==> config.mk <==
export PLATFORM = sky130hd
export DESIGN_NAME = reg_readback_arb
export DESIGN_NICKNAME = d
export VERILOG_FILES = /design/src/rtl/reg_readback_arb.sv
export SDC_FILE = /design/constraint.sdc
export NUM_CORES = 1
export LEC_CHECK = 0
export CAP_MARGIN = 30
export CORE_MARGIN = 10
export CORE_UTILIZATION = 41
export DETAILED_ROUTE_END_ITERATION = 10
export PLACE_DENSITY = 0.85
export SETUP_SLACK_MARGIN = 0.15
export SLEW_MARGIN = 20
export SYNTH_ARGS = -nofsm -noshare
export SYNTH_HDL_FRONTEND = slang
export SYNTH_SLANG_ARGS = --single-unit
==> constraint.sdc <==
create_clock -name clk_i -period 1.9 [get_ports clk_i]
set_input_delay 0.38 -clock clk_i [delete_from_list [all_inputs] [get_ports clk_i]]
set_output_delay 0.38 -clock clk_i [all_outputs]
set_load 0.01 [all_outputs]
==> src/rtl/reg_readback_arb.sv <==
// Two-requester round-robin arbiter for a shared 32-entry readback memory.
// Optional post-reset memory clear is enabled with the REGRB_CLEAR_EN macro.
module reg_readback_arb #(
    parameter int WID = 16
) (
    input  logic           clk_i,
    input  logic           rst_i,
    input  logic           a_req_i,
    input  logic           a_we_i,
    input  logic [4:0]     a_adr_i,
    input  logic [WID-1:0] a_dat_i,
    input  logic           b_req_i,
    input  logic           b_we_i,
    input  logic [4:0]     b_adr_i,
    input  logic [WID-1:0] b_dat_i,
    output logic           a_ack_o,
    output logic           b_ack_o,
    output logic [WID-1:0] a_dat_o,
    output logic [WID-1:0] b_dat_o,
    output logic           busy_o,
    output logic           mem_wce_o,
    output logic           mem_we_o,
    output logic [4:0]     mem_adr_o,
    output logic [WID-1:0] mem_dat_o,
    input  logic [WID-1:0] mem_dat_i
);

    typedef enum logic [1:0] {
`ifdef REGRB_CLEAR_EN
        ST_CLEAR = 2'd3,
`endif
        ST_IDLE  = 2'd0,
        ST_SERVE = 2'd1,
        ST_ACK   = 2'd2
    } state_t;

`ifdef REGRB_CLEAR_EN
    localparam state_t RESET_STATE = ST_CLEAR;
`else
    localparam state_t RESET_STATE = ST_IDLE;
`endif

    state_t           state_reg, state_next;
    logic             we_reg, we_next;
    logic [4:0]       adr_reg, adr_next;
    logic [WID-1:0]   dat_reg, dat_next;
    logic             grant_reg, grant_next;   // 0 = A, 1 = B
`ifdef REGRB_CLEAR_EN
    logic [4:0]       clr_cnt_reg, clr_cnt_next;
`endif

    logic [1:0]            req_vec;
    logic [1:0]            we_vec;
    logic [1:0][4:0]       adr_vec;
    logic [1:0][WID-1:0]   dat_vec;
    logic [1:0]            ack_vec;
    logic [1:0][WID-1:0]   rd_dat;
    logic                  win_b;

    assign req_vec = {b_req_i, a_req_i};
    assign we_vec  = {b_we_i, a_we_i};
    assign adr_vec = {b_adr_i, a_adr_i};
    assign dat_vec = {b_dat_i, a_dat_i};

    // B wins when it is alone, or when both ask and A was granted last.
    assign win_b = b_req_i & (~a_req_i | ~grant_reg);

    always_ff @(posedge clk_i) begin
        if (rst_i) begin
            state_reg   <= RESET_STATE;
            we_reg      <= 1'b0;
            adr_reg     <= '0;
            dat_reg     <= '0;
            grant_reg   <= 1'b1;
`ifdef REGRB_CLEAR_EN
            clr_cnt_reg <= '0;
`endif
        end else begin
            state_reg   <= state_next;
            we_reg      <= we_next;
            adr_reg     <= adr_next;
            dat_reg     <= dat_next;
            grant_reg   <= grant_next;
`ifdef REGRB_CLEAR_EN
            clr_cnt_reg <= clr_cnt_next;
`endif
        end
    end

    always_comb begin
        state_next = state_reg;
        we_next    = we_reg;
        adr_next   = adr_reg;
        dat_next   = dat_reg;
        grant_next = grant_reg;
        mem_wce_o  = 1'b0;
        mem_we_o   = 1'b0;
        mem_adr_o  = '0;
        mem_dat_o  = '0;
`ifdef REGRB_CLEAR_EN
        clr_cnt_next = clr_cnt_reg;
`endif
        case (state_reg)
            ST_IDLE: begin
                if (|req_vec) begin
                    we_next    = we_vec[win_b];
                    adr_next   = adr_vec[win_b];
                    dat_next   = dat_vec[win_b];
                    grant_next = win_b;
                    state_next = ST_SERVE;
                end
            end
            ST_SERVE: begin
                mem_adr_o = adr_reg;
                if (we_reg) begin
                    mem_wce_o = 1'b1;
                    mem_we_o  = 1'b1;
                    mem_dat_o = dat_reg;
                end
                state_next = ST_ACK;
            end
            ST_ACK: begin
                state_next = ST_IDLE;
            end
`ifdef REGRB_CLEAR_EN
            ST_CLEAR: begin
                mem_wce_o    = 1'b1;
                mem_we_o     = 1'b1;
                mem_adr_o    = clr_cnt_reg;
                clr_cnt_next = clr_cnt_reg + 5'd1;
                if (clr_cnt_reg == 5'd31) begin
                    state_next = ST_IDLE;
                end
            end
`endif
            default: begin
                state_next = ST_IDLE;
            end
        endcase
    end

    genvar gi;
    generate
        for (gi = 0; gi < 2; gi++) begin : g_port
            localparam logic SEL = (gi == 1);
            logic [WID-1:0] rd_dat_reg;

            always_ff @(posedge clk_i) begin
                if (rst_i) begin
                    rd_dat_reg <= '0;
                end else if (state_reg == ST_SERVE && !we_reg && grant_reg == SEL) begin
                    rd_dat_reg <= mem_dat_i;
                end
            end

            assign rd_dat[gi] = rd_dat_reg;
            // A reset landing on the ACK cycle abandons the transaction, so no pulse.
            assign ack_vec[gi] = (state_reg == ST_ACK) && (grant_reg == SEL) && !rst_i;
        end
    endgenerate

    assign a_ack_o = ack_vec[0];
    assign b_ack_o = ack_vec[1];
    assign a_dat_o = rd_dat[0];
    assign b_dat_o = rd_dat[1];
    assign busy_o  = (state_reg != ST_IDLE);

endmodule
==> impl_metrics.tcl <==
set metrics [dict create \
    fmax_mhz 557 \
    slowest_stage "dfxtp_4" \
    leakage_nw 1.64 \
    powerDensity_nw_per_um2 836 \
    max-slew-margin-rel_pct 74.5 \
    synth.ff_latch_count 57 \
    ant_nets 0 \
    worst_path_largest_cell_delay_ns 0.37 \
    avgSynthCellArea_sq_um 8.28 \
    vias_per_cell 5.25 \
    htree_num_levels 3 \
    drt_iter0_markers 89 \
    initial_core_util_pct 42.9 \
    io_buffers 121 \
    synth_nets 376 \
    io_pins 122 \
    setup_tns_ns 0 \
    row_count 28 \
    synth_top_cell_area_share_pct 44.2 \
    min_to "b_dat_o[0]$_SDFFE_PP0P_" \
    startpoint_type "flop" \
    synth_common_cells "nand2_1 (109), dfxtp_1 (57), a21oi_1 (54), a311oi_2 (19), clkbuf_1 (18)" \
    drv_slew 0 \
    dp_hpwl_microns 6100 \
    layout-drive-gt1-share_pct 24.8 \
    arrival_ns 1.41 \
    clock_sinks 57 \
    synth_ff_type "dfxtp_1" \
    r2r_cells 5 \
    core_area_sq_um 6030 \
    synthesis.area_sq_um 2580 \
    whs_ns 0.454 \
    setup_violations 0 \
    overflow 0 \
    dr.pass1.iters 4 \
    min_delay_path_depth 2 \
    cts.path.max_buffers 2 \
    synthAdderAreaFrac_pct 0 \
    routedWlPerCell_microns 17.0 \
    ys_types 25 \
    grt_usage_pct 17.0 \
    synth.largest_area_cell "dfxtp_1" \
    drcViolationCount 0 \
    numCtsBuffers 9 \
    ir_worst_vdd_v 0.000601 \
    synth-compound-area-share_pct 23.6 \
    hold_path_class "reg2reg" \
    end_kind "output port" \
    muxShareOfSynthArea_pct 0 \
    status "completed" \
    wl_microns 8810 \
    yosys_warnings 0 \
    gp_congestion 0.783 \
    rsz0062_at_grt "yes" \
    diodes 0 \
    synth_top_family_by_area "simple AND/OR/NAND/NOR gates" \
    synthArstFlopShare_pct 0 \
    crit_path_frequent_cell "buf_6" \
    min-delay-start "b_dat_o[0]$_SDFFE_PP0P_" \
    timing.rr.start "we_reg$_SDFFE_PP0P_" \
    synth_area_leaders "dfxtp_1 (44%), nand2_1 (16%), a311oi_2 (11%), a21oi_1 (10%), and3_1 (3.9%)" \
    fin_nets 502 \
    die_area_sq_um 9880 \
    cts_tree "done" \
    clock-root-buffer "clkbuf_8" \
    drv_cap 0 \
    insertion_delay_ns 0.33 \
    rr_endpoint "a_dat_o[10]$_SDFFE_PP0P_" \
    path_depth 5 \
    yosys.area_share.simple_pct 25.8 \
    r2r_slack_ns 0.22 \
    timing.final.crit_share_pct 94.4 \
    crit_type "reg2out" \
    grt_max_degree 35 \
    grt_pass1_wl_microns 13700 \
    grt_pass1_vias 2798 \
    synthToLayoutAreaGrowth_pct 67.3 \
    synth_most_common_cell "nand2_1" \
    worst_slew_pin_slew_ns 0.383 \
    skew_ns 0.00668 \
    synthCells 312 \
    cp_num_buf_inv 3 \
    hold_viol 0 \
    die_h_microns 99.4 \
    seq_area_frac_synth_pct 44.2 \
    synth_xor_area_share_pct 0 \
    period_needed_ns 1.79 \
    worstPathRequired_ns 1.52 \
    path_clk_slew_ns 0.07 \
    synth-edff-count 0 \
    crit_family "simple AND/OR/NAND/NOR gates" \
    crit_chain "nor2b_4 -> buf_6 -> buf_6 -> and3_4 -> buf_6" \
    vias 2722 \
    n_fill_cell 438 \
    antenna_found_initial 0 \
    path_max_fanout 5 \
    cts.hold.buffers_added 0 \
    dieWidth_microns 99.4 \
]
-- routing by layer --
layer	up-vias	share of wire [%]	global-route usage (%)
met4	0	1.4	5.29
li1	1326	-	-
met2	114	46	27.8
met1	1273	39	17.5
met3	9	14	10.9
met5	-	0	0
-- cell families after synthesis --
group                  Yosys count
and+or+nand+nor                144
AOI/OAI and AO/OA               79
DFF                             57
buffers and inverters           32
-- cells in the final DEF, fill, tap and decap left out --
cell type and n:
buf_2 4, a21oi_1 54, a21bo_2 1, buf_12 2, clkbuf_2 2, nor2b_1 3, or4b_1 1, and3_4 13
nor2b_4 1, nand2_1 109, and2_4 1, and3_1 3, a311oi_2 19, dfxtp_4 2, inv_1 1, dfxtp_1 53
nand4bb_1 1, nor4b_4 1, clkbuf_8 11, and4bb_2 1, nor4bb_1 1, bufinv_16 4, or2_0 1, and2_1 6
dfxtp_2 2, a311oi_1 3, nor4b_2 1, buf_4 17, clkdlybuf4s15_2 4, a221o_1 1, clkinv_2 1, a21boi_1 1
dlygate4sd2_1 1, nor2_2 1, clkdlybuf4s50_1 94, buf_6 22
-- what timing repair did --
action,in CTS,in global routing
endpoints found under the hold margin,0,0
pin swaps,0,1
gates cloned,2,1
setup buffers,2,1
gates resized for setup,85,64
setup endpoints to repair,40,30
-- worst max path at each step --
stage / slack [ns] / endpoint / start
after floorplan: 0.32 / mem_we_o / state_reg[0]$_SDFFE_PP0P_
after global placement: 0.09 / dat_reg[11]$_SDFFE_PP0P_ / b_req_i
after detailed placement: 0.009 / mem_dat_o[9] / we_reg$_SDFFE_PP0P_
after CTS: 0.05 / mem_dat_o[9] / state_reg[0]$_SDFFE_PP0P_
after global routing: 0.05 / mem_adr_o[1] / state_reg[1]$_SDFFE_PP0P_
final: 0.11 / mem_dat_o[4] / state_reg[1]$_SDFFE_PP0P_
-- worst reg2reg max path: stages, from the launching register on --
cell and delay (ns):
dfxtp_4 0.43, buf_4 0.18, or4b_1 0.56, buf_4 0.22, nand2_1 0.09, a21oi_1 0.07
-- report_power, final --
group	switching (W)	leakage [nW]	internal, W	total, W
logic	0.000330	1.03	0.000381	0.000711
registers	0.0000655	0.468	0.00129	0.00135
clock network	0.000479	0.140	0.00107	0.00155
total	0.000874	1.64	0.00274	0.00362
-- area by class of cell --
cell class                 instances  area [sq um]  share of cell area [%]
multi-input combinational        223          1360                    31.4
sequential                        57          1150                    26.6
timing repair buffer             146          1440                    33.3
clock inverter                     5           125                    2.89
clock buffer                      11           151                    3.50
inverter                           1          3.75                  0.0868
tap                               75          93.8                    2.17
-- stage by stage --
stage               power, W  cells  instance area, sq um  worst slack, ns  util [%]
floorplan            0.00171    312                  2580            0.317         -
global placement     0.00202    496                  3890           0.0889      64.5
detailed placement   0.00204    496                  3890          0.00880      64.5
CTS                  0.00361    516                  4160           0.0479      69.0
global route         0.00377    518                  4320           0.0469      71.7
finish               0.00362    518                  4320            0.106      71.7
No activity file was read; power rests on OpenSTA's default activity.
